$ cat src/rtl/drain_collector.sv
// Drain-channel collector: per-PE holding slots, round-robin arbiter, result FIFO.
// Optional macro DRAIN_IDX_EN stores the source PE index with each result (res_idx_o).
module drain_collector #(
   parameter int unsigned NUM_PE     = 4,
   parameter int unsigned FIFO_DEPTH = 8,
   parameter int unsigned DATA_WIDTH = 16,
   localparam int unsigned IDX_W     = $clog2(NUM_PE),
   localparam int unsigned CNT_W     = $clog2(FIFO_DEPTH) + 1
) (
   input  logic                                clk_i,
   input  logic                                rst_i,
   input  logic                                clear_i,
   // Each element is a packed drain_data_t: {data[DATA_WIDTH-1:0], enable}
   input  logic [NUM_PE-1:0][DATA_WIDTH:0]     drain_i,
   output logic                                res_valid_o,
   input  logic                                res_ready_i,
   output logic [DATA_WIDTH-1:0]               res_data_o,
`ifdef DRAIN_IDX_EN
   output logic [IDX_W-1:0]                    res_idx_o,
`endif
   output logic [CNT_W-1:0]                    fifo_count_o,
   output logic                                overflow_o
);

   localparam int unsigned PTR_W = $clog2(FIFO_DEPTH);
`ifdef DRAIN_IDX_EN
   localparam int unsigned ENTRY_W = DATA_WIDTH + IDX_W;
`else
   localparam int unsigned ENTRY_W = DATA_WIDTH;
`endif

   logic [NUM_PE-1:0]                  r_slot_vld;
   logic [NUM_PE-1:0][DATA_WIDTH-1:0]  r_slot_data;
   logic [IDX_W-1:0]                   r_ptr;
   logic [ENTRY_W-1:0]                 r_mem [FIFO_DEPTH];
   logic [PTR_W-1:0]                   r_wptr;
   logic [PTR_W-1:0]                   r_rptr;
   logic [CNT_W-1:0]                   r_count;
   logic                               r_ovf;

   logic                               w_pop;
   logic                               w_full;
   logic                               w_can_push;
   logic                               w_gnt_any;
   logic [IDX_W-1:0]                   w_gnt_idx;
   logic [NUM_PE-1:0]                  w_gnt;
   logic [ENTRY_W-1:0]                 w_push_entry;
   logic [ENTRY_W-1:0]                 w_head;

   assign w_pop      = (r_count != '0) && res_ready_i && !clear_i;
   assign w_full     = (r_count == CNT_W'(FIFO_DEPTH));
   // A full FIFO still accepts a push when the head leaves in the same cycle
   assign w_can_push = !clear_i && (!w_full || w_pop);

   always_comb begin
      int unsigned j;
      w_gnt_any = 1'b0;
      w_gnt_idx = '0;
      j         = 0;
      for (int unsigned k = 0; k < NUM_PE; k++) begin
         j = (32'(r_ptr) + k) % NUM_PE;
         if (!w_gnt_any && r_slot_vld[j]) begin
            w_gnt_any = 1'b1;
            w_gnt_idx = IDX_W'(j);
         end
      end
      if (!w_can_push) begin
         w_gnt_any = 1'b0;
      end
      w_gnt = w_gnt_any ? (NUM_PE'(1) << w_gnt_idx) : '0;
   end

`ifdef DRAIN_IDX_EN
   assign w_push_entry = {w_gnt_idx, r_slot_data[w_gnt_idx]};
`else
   assign w_push_entry = r_slot_data[w_gnt_idx];
`endif

   // Holding slots, sticky overflow and round-robin pointer
   always_ff @(posedge clk_i or negedge rst_i) begin
      if (!rst_i) begin
         r_slot_vld  <= '0;
         r_slot_data <= '0;
         r_ptr       <= '0;
         r_ovf       <= 1'b0;
      end else if (clear_i) begin
         r_slot_vld  <= '0;
         r_slot_data <= '0;
         r_ptr       <= '0;
         r_ovf       <= 1'b0;
      end else begin
         for (int unsigned i = 0; i < NUM_PE; i++) begin
            if (drain_i[i][0]) begin
               if (!r_slot_vld[i] || w_gnt[i]) begin
                  r_slot_vld[i]  <= 1'b1;
                  r_slot_data[i] <= drain_i[i][DATA_WIDTH:1];
               end else begin
                  r_ovf <= 1'b1;
               end
            end else if (w_gnt[i]) begin
               r_slot_vld[i] <= 1'b0;
            end
         end
         if (w_gnt_any) begin
            r_ptr <= (w_gnt_idx == IDX_W'(NUM_PE - 1)) ? '0 : w_gnt_idx + 1'b1;
         end
      end
   end

   always_ff @(posedge clk_i or negedge rst_i) begin
      if (!rst_i) begin
         r_wptr  <= '0;
         r_rptr  <= '0;
         r_count <= '0;
      end else if (clear_i) begin
         r_wptr  <= '0;
         r_rptr  <= '0;
         r_count <= '0;
      end else begin
         if (w_gnt_any) begin
            r_wptr <= r_wptr + 1'b1;
         end
         if (w_pop) begin
            r_rptr <= r_rptr + 1'b1;
         end
         if (w_gnt_any && !w_pop) begin
            r_count <= r_count + 1'b1;
         end else if (!w_gnt_any && w_pop) begin
            r_count <= r_count - 1'b1;
         end
      end
   end

   // Storage needs no reset: outputs are gated by the occupancy count
   always_ff @(posedge clk_i) begin
      if (w_gnt_any) begin
         r_mem[r_wptr] <= w_push_entry;
      end
   end

   assign w_head       = r_mem[r_rptr];
   assign res_valid_o  = (r_count != '0);
   assign res_data_o   = res_valid_o ? w_head[DATA_WIDTH-1:0] : '0;
`ifdef DRAIN_IDX_EN
   assign res_idx_o    = res_valid_o ? w_head[ENTRY_W-1:DATA_WIDTH] : '0;
`endif
   assign fifo_count_o = r_count;
   assign overflow_o   = r_ovf;

endmodule

$ cat config.mk
export PLATFORM = sky130hd
export DESIGN_NAME = drain_collector
export DESIGN_NICKNAME = d
export VERILOG_FILES = /design/src/rtl/drain_collector.sv
export SDC_FILE = /design/constraint.sdc
export NUM_CORES = 1
export LEC_CHECK = 0
export BUFFER_PORTS_ARGS = -buffer_cell sky130_fd_sc_hd__buf_2
export CORE_UTILIZATION = 60
export DETAILED_ROUTE_END_ITERATION = 10
export PLACE_DENSITY = 0.88
export SLEW_MARGIN = 0
export SYNTH_ARGS = -nofsm -noshare
export SYNTH_HDL_FRONTEND = slang
export SYNTH_SLANG_ARGS = --single-unit
$ cat constraint.sdc
create_clock -name clk_i -period 5.4 [get_ports clk_i]
set_input_delay 0.27 -clock clk_i [delete_from_list [all_inputs] [get_ports clk_i]]
set_output_delay 0.27 -clock clk_i [all_outputs]
set_load 0.005 [all_outputs]
==> flow_metrics.py <==
metrics = {
    "status": {
        "run_status": "finished, final reports clean",
    },
    "grt": {
        "grt_max_degree": 82,
        "grt.met2_usage_pct": 46.3,
        "met3_usage_pct": 4.90,
        "grt_pass1_wl_mm": 29.8,
        "track_usage_pct": 26.6,
        "antenna_found_initial": 0,
        "grt-busiest-layer": "met2",
        "grt_pass1_vias": 5518,
        "grt_overflow_total": 0,
        "grt_util_met1_pct": 34.1,
    },
    "clocking": {
        "cts_tree": "yes",
        "cts_buffers": 20,
        "postCtsSetupRepairBufs": 0,
        "cts-resized-gates": 0,
        "insertion_delay_ps": 490,
        "root_buffer": "clkbuf_16",
        "cts-htree-levels": 1,
        "clk_pin_slew_ps": 60,
        "numClockSinks": 209,
        "clockBufferDepth": 3,
    },
    "route": {
        "num_vias": 5203,
        "vias_per_cell": 6.15,
        "drc": 0,
        "wirelength_mm": 19.4,
        "ant_nets": 0,
        "drt_iter0_markers": 330,
        "drt_first_pass_iters": 4,
        "wire_per_inst_um": 23.0,
    },
    "synthesis": {
        "syn_inst": 531,
        "yosys.area_share.xor_xnor_pct": 0.900,
        "syn-cell-area_mm2": 0.00890,
        "synthAdderAreaFrac_pct": 1.35,
        "synth_seq_cells": 209,
        "synth_edf_count": 128,
        "synth-simple-area-share_pct": 4.57,
        "synthMuxAreaShare_pct": 15.8,
        "ys.flop_type": "edfxtp_1",
        "synth_compound_area_share_pct": 8.96,
        "yosysSeqAreaShare_pct": 66.0,
        "synth.distinct_cells": 49,
        "syn_area_per_cell_um2": 16.8,
        "synth_nets": 612,
        "yosysWarnings": 0,
        "async_flop_share_pct": 38.8,
        "synth_top_family_by_area": "multiplexers",
    },
    "pwr": {
        "p_leak_uw": 0.00412,
        "p_int_uw": 3220,
        "p_clk_share_pct": 30.5,
        "ir_worst_vdd_mv": 0.266,
        "p_switching_uw": 1310,
        "power_uw": 4530,
        "combPwrFrac_pct": 24.8,
        "switching_share_pct": 28.9,
        "powerDensity_mw_per_mm2": 433,
        "p_seq_share_pct": 44.6,
    },
    "worst_hold_path": {
        "hold_class": "in2reg",
    },
    "place": {
        "hpwl_mm": 11.7,
        "gp_congestion": 0.817,
        "pre_cts_ws_ps": 1920,
        "io_buffers": 93,
    },
    "floorplan": {
        "rows": 44,
        "die_x_um": 124,
        "pin_count": 94,
        "die_h_um": 124,
        "core_mm2": 0.0145,
        "initial_core_util_pct": 61.4,
        "dieArea_mm2": 0.0153,
    },
    "critical_path": {
        "start_kind": "flop",
        "cp-end-kind": "flop",
        "r2r_slack_ps": 1880,
        "critical_path_class": "reg2reg",
        "required_ps": 5810,
        "crit_fanout": 35,
        "arrival_ps": 3930,
    },
    "sta": {
        "final_hold_viol_count": 0,
        "fin_hold_ws_ps": 8.09,
        "fin_ws_ps": 1880,
        "setup_tns_ps": 0,
        "report.final.slew_viol_count": 0,
        "rsz0062_at_grt": "false",
        "relSlewSlack_pct": 21.3,
        "setup_viol": 0,
        "tightestPinTransition_ps": 1170,
        "min_period_over_period_pct": 65.1,
        "clock.fmax_mhz": 284,
        "finalCriticalPeriod_ps": 3520,
        "clock-skew-final_ps": 15.7,
    },
    "finish": {
        "fin_nets": 729,
        "fill_cells": 858,
        "area_growth_pct": 17.5,
        "drive_above_1_share_pct": 28.4,
        "num_antenna_cells": 0,
    },
    "flow_run": {
        "max_cap_viol_count": 0,
    },
}
[per-layer routing]
layer	vias up	share of wire (%)
met5	-	0
met4	0	2.5
met3	46	6.2
met2	215	52
met1	2636	39
li1	2306	-
[path summary, 6_finish.rpt]
path | to | startpoint | depth (start not counted)
setup / recovery | r_slot_data[53] | r_slot_vld[0] | 8
hold / removal | r_slot_data[0] | drain_i[1] | 2
setup reg to reg | r_slot_data[53] | r_slot_vld[0] | 8
hold reg to reg | r_slot_data[18] | r_slot_data[18] | 1
max in group asynchronous | r_rptr[0] | rst_i | 2
min in group asynchronous | r_slot_vld[2] | rst_i | 2
[cell usage in the layout (no fill, tap or decap), drive strengths merged, types with 2 or more instances in the layout]
| cell type | instances |
|---|---|
| nor4 | 2 |
| bufinv | 2 |
| ha | 8 |
| nor2 | 37 |
| dlygate4sd3 | 27 |
| dfrtp | 81 |
| o21ai | 6 |
| xor2 | 3 |
| buf | 99 |
| a211oi | 3 |
| edfxtp | 128 |
| clkbuf | 25 |
| a21oi | 11 |
| nand3 | 4 |
| and2 | 3 |
| inv | 9 |
| mux2i | 68 |
| nor3b | 6 |
| nor3 | 2 |
| a22o | 64 |
| xnor2 | 4 |
| nand2 | 14 |
| mux4 | 32 |
| clkinv | 8 |
| a31oi | 2 |
[critical path: stages (launching register included)]
cell,delay (ps)
dfrtp_1,470
a21oi_1,190
o21ai_0,110
o2bb2a_2,1010
ha_1,320
o21ai_2,60
and2_1,210
nor3b_2,800
a22o_1,260
[layout make-up]
class | count | area [um^2] | area share (%)
Clock buffer | 25 | 541 | 5.17
Tap cell | 184 | 230 | 2.20
Sequential cell | 209 | 5870 | 56.2
Clock inverter | 11 | 104 | 0.993
Multi-Input combinational cell | 282 | 2890 | 27.6
Timing Repair Buffer | 126 | 783 | 7.49
Inverter | 9 | 33.8 | 0.323
[synth_stat cells, types with 2 or more instances]
library cell | n | area share, %
a21oi_1 | 7 | 0.39
edfxtp_1 | 128 | 43
mux4_2 | 32 | 8.1
nand2_1 | 12 | 0.51
mux2i_1 | 68 | 7.7
inv_1 | 8 | 0.34
o21ai_2 | 3 | 0.30
nor3b_1 | 3 | 0.25
a211oi_1 | 2 | 0.17
buf_6 | 3 | 0.38
buf_2 | 8 | 0.45
nand3_1 | 4 | 0.23
buf_4 | 10 | 0.84
o21ai_0 | 2 | 0.11
a31oi_1 | 2 | 0.14
nor2_1 | 36 | 1.5
xor2_1 | 3 | 0.30
nor3_1 | 2 | 0.11
clkbuf_1 | 7 | 0.30
a21oi_4 | 4 | 0.73
a22o_1 | 64 | 6.3
and2_1 | 3 | 0.21
dfrtp_1 | 81 | 23
xnor2_1 | 3 | 0.30
nor3b_2 | 3 | 0.42
buf_1 | 3 | 0.13
ha_1 | 8 | 1.1
[sequential cells by signal (all words and copies together), names as in the netlist]
signal and cells:
r_rptr 3, fifo_count_o 4, r_wptr 3, r_slot_vld 4, r_slot_data 64, overflow_o 1, r_mem 128, r_ptr 2
[cell families after synthesis]
kind of cell | Yosys count
muxes | 100
adders and majority gates | 9
AOI/OAI and AO/OA | 91
and+or+nand+nor | 75
xor gates and xnor gates | 7
DFF | 209
buffers and inverters | 40
[metrics by stage]
step,cell area (um^2),utilization [%],cells
floorplan,8900,-,531
global placement,9540,65.9,783
detailed placement,9540,65.9,783
CTS,10500,72.2,846
global route,10500,72.2,846
finish,10500,72.2,846
[power by group through the flow]
stage | Sequential (uW) | Clock (uW) | Combinational [uW]
after global routing | 2040 | 1450 | 1230
after CTS | 2020 | 1390 | 1130
final | 2020 | 1380 | 1120
after global placement | 2030 | 0 | 1060
after floorplan | 1980 | 0 | 822
after detailed placement | 2050 | 0 | 1100
[what timing repair did]
item	4_1_cts	5_1_grt
setup endpoints to repair	0	0
hold buffers	27	0
endpoints found under the hold margin	92	0
Note: power is estimated with default switching activity, not from simulation.
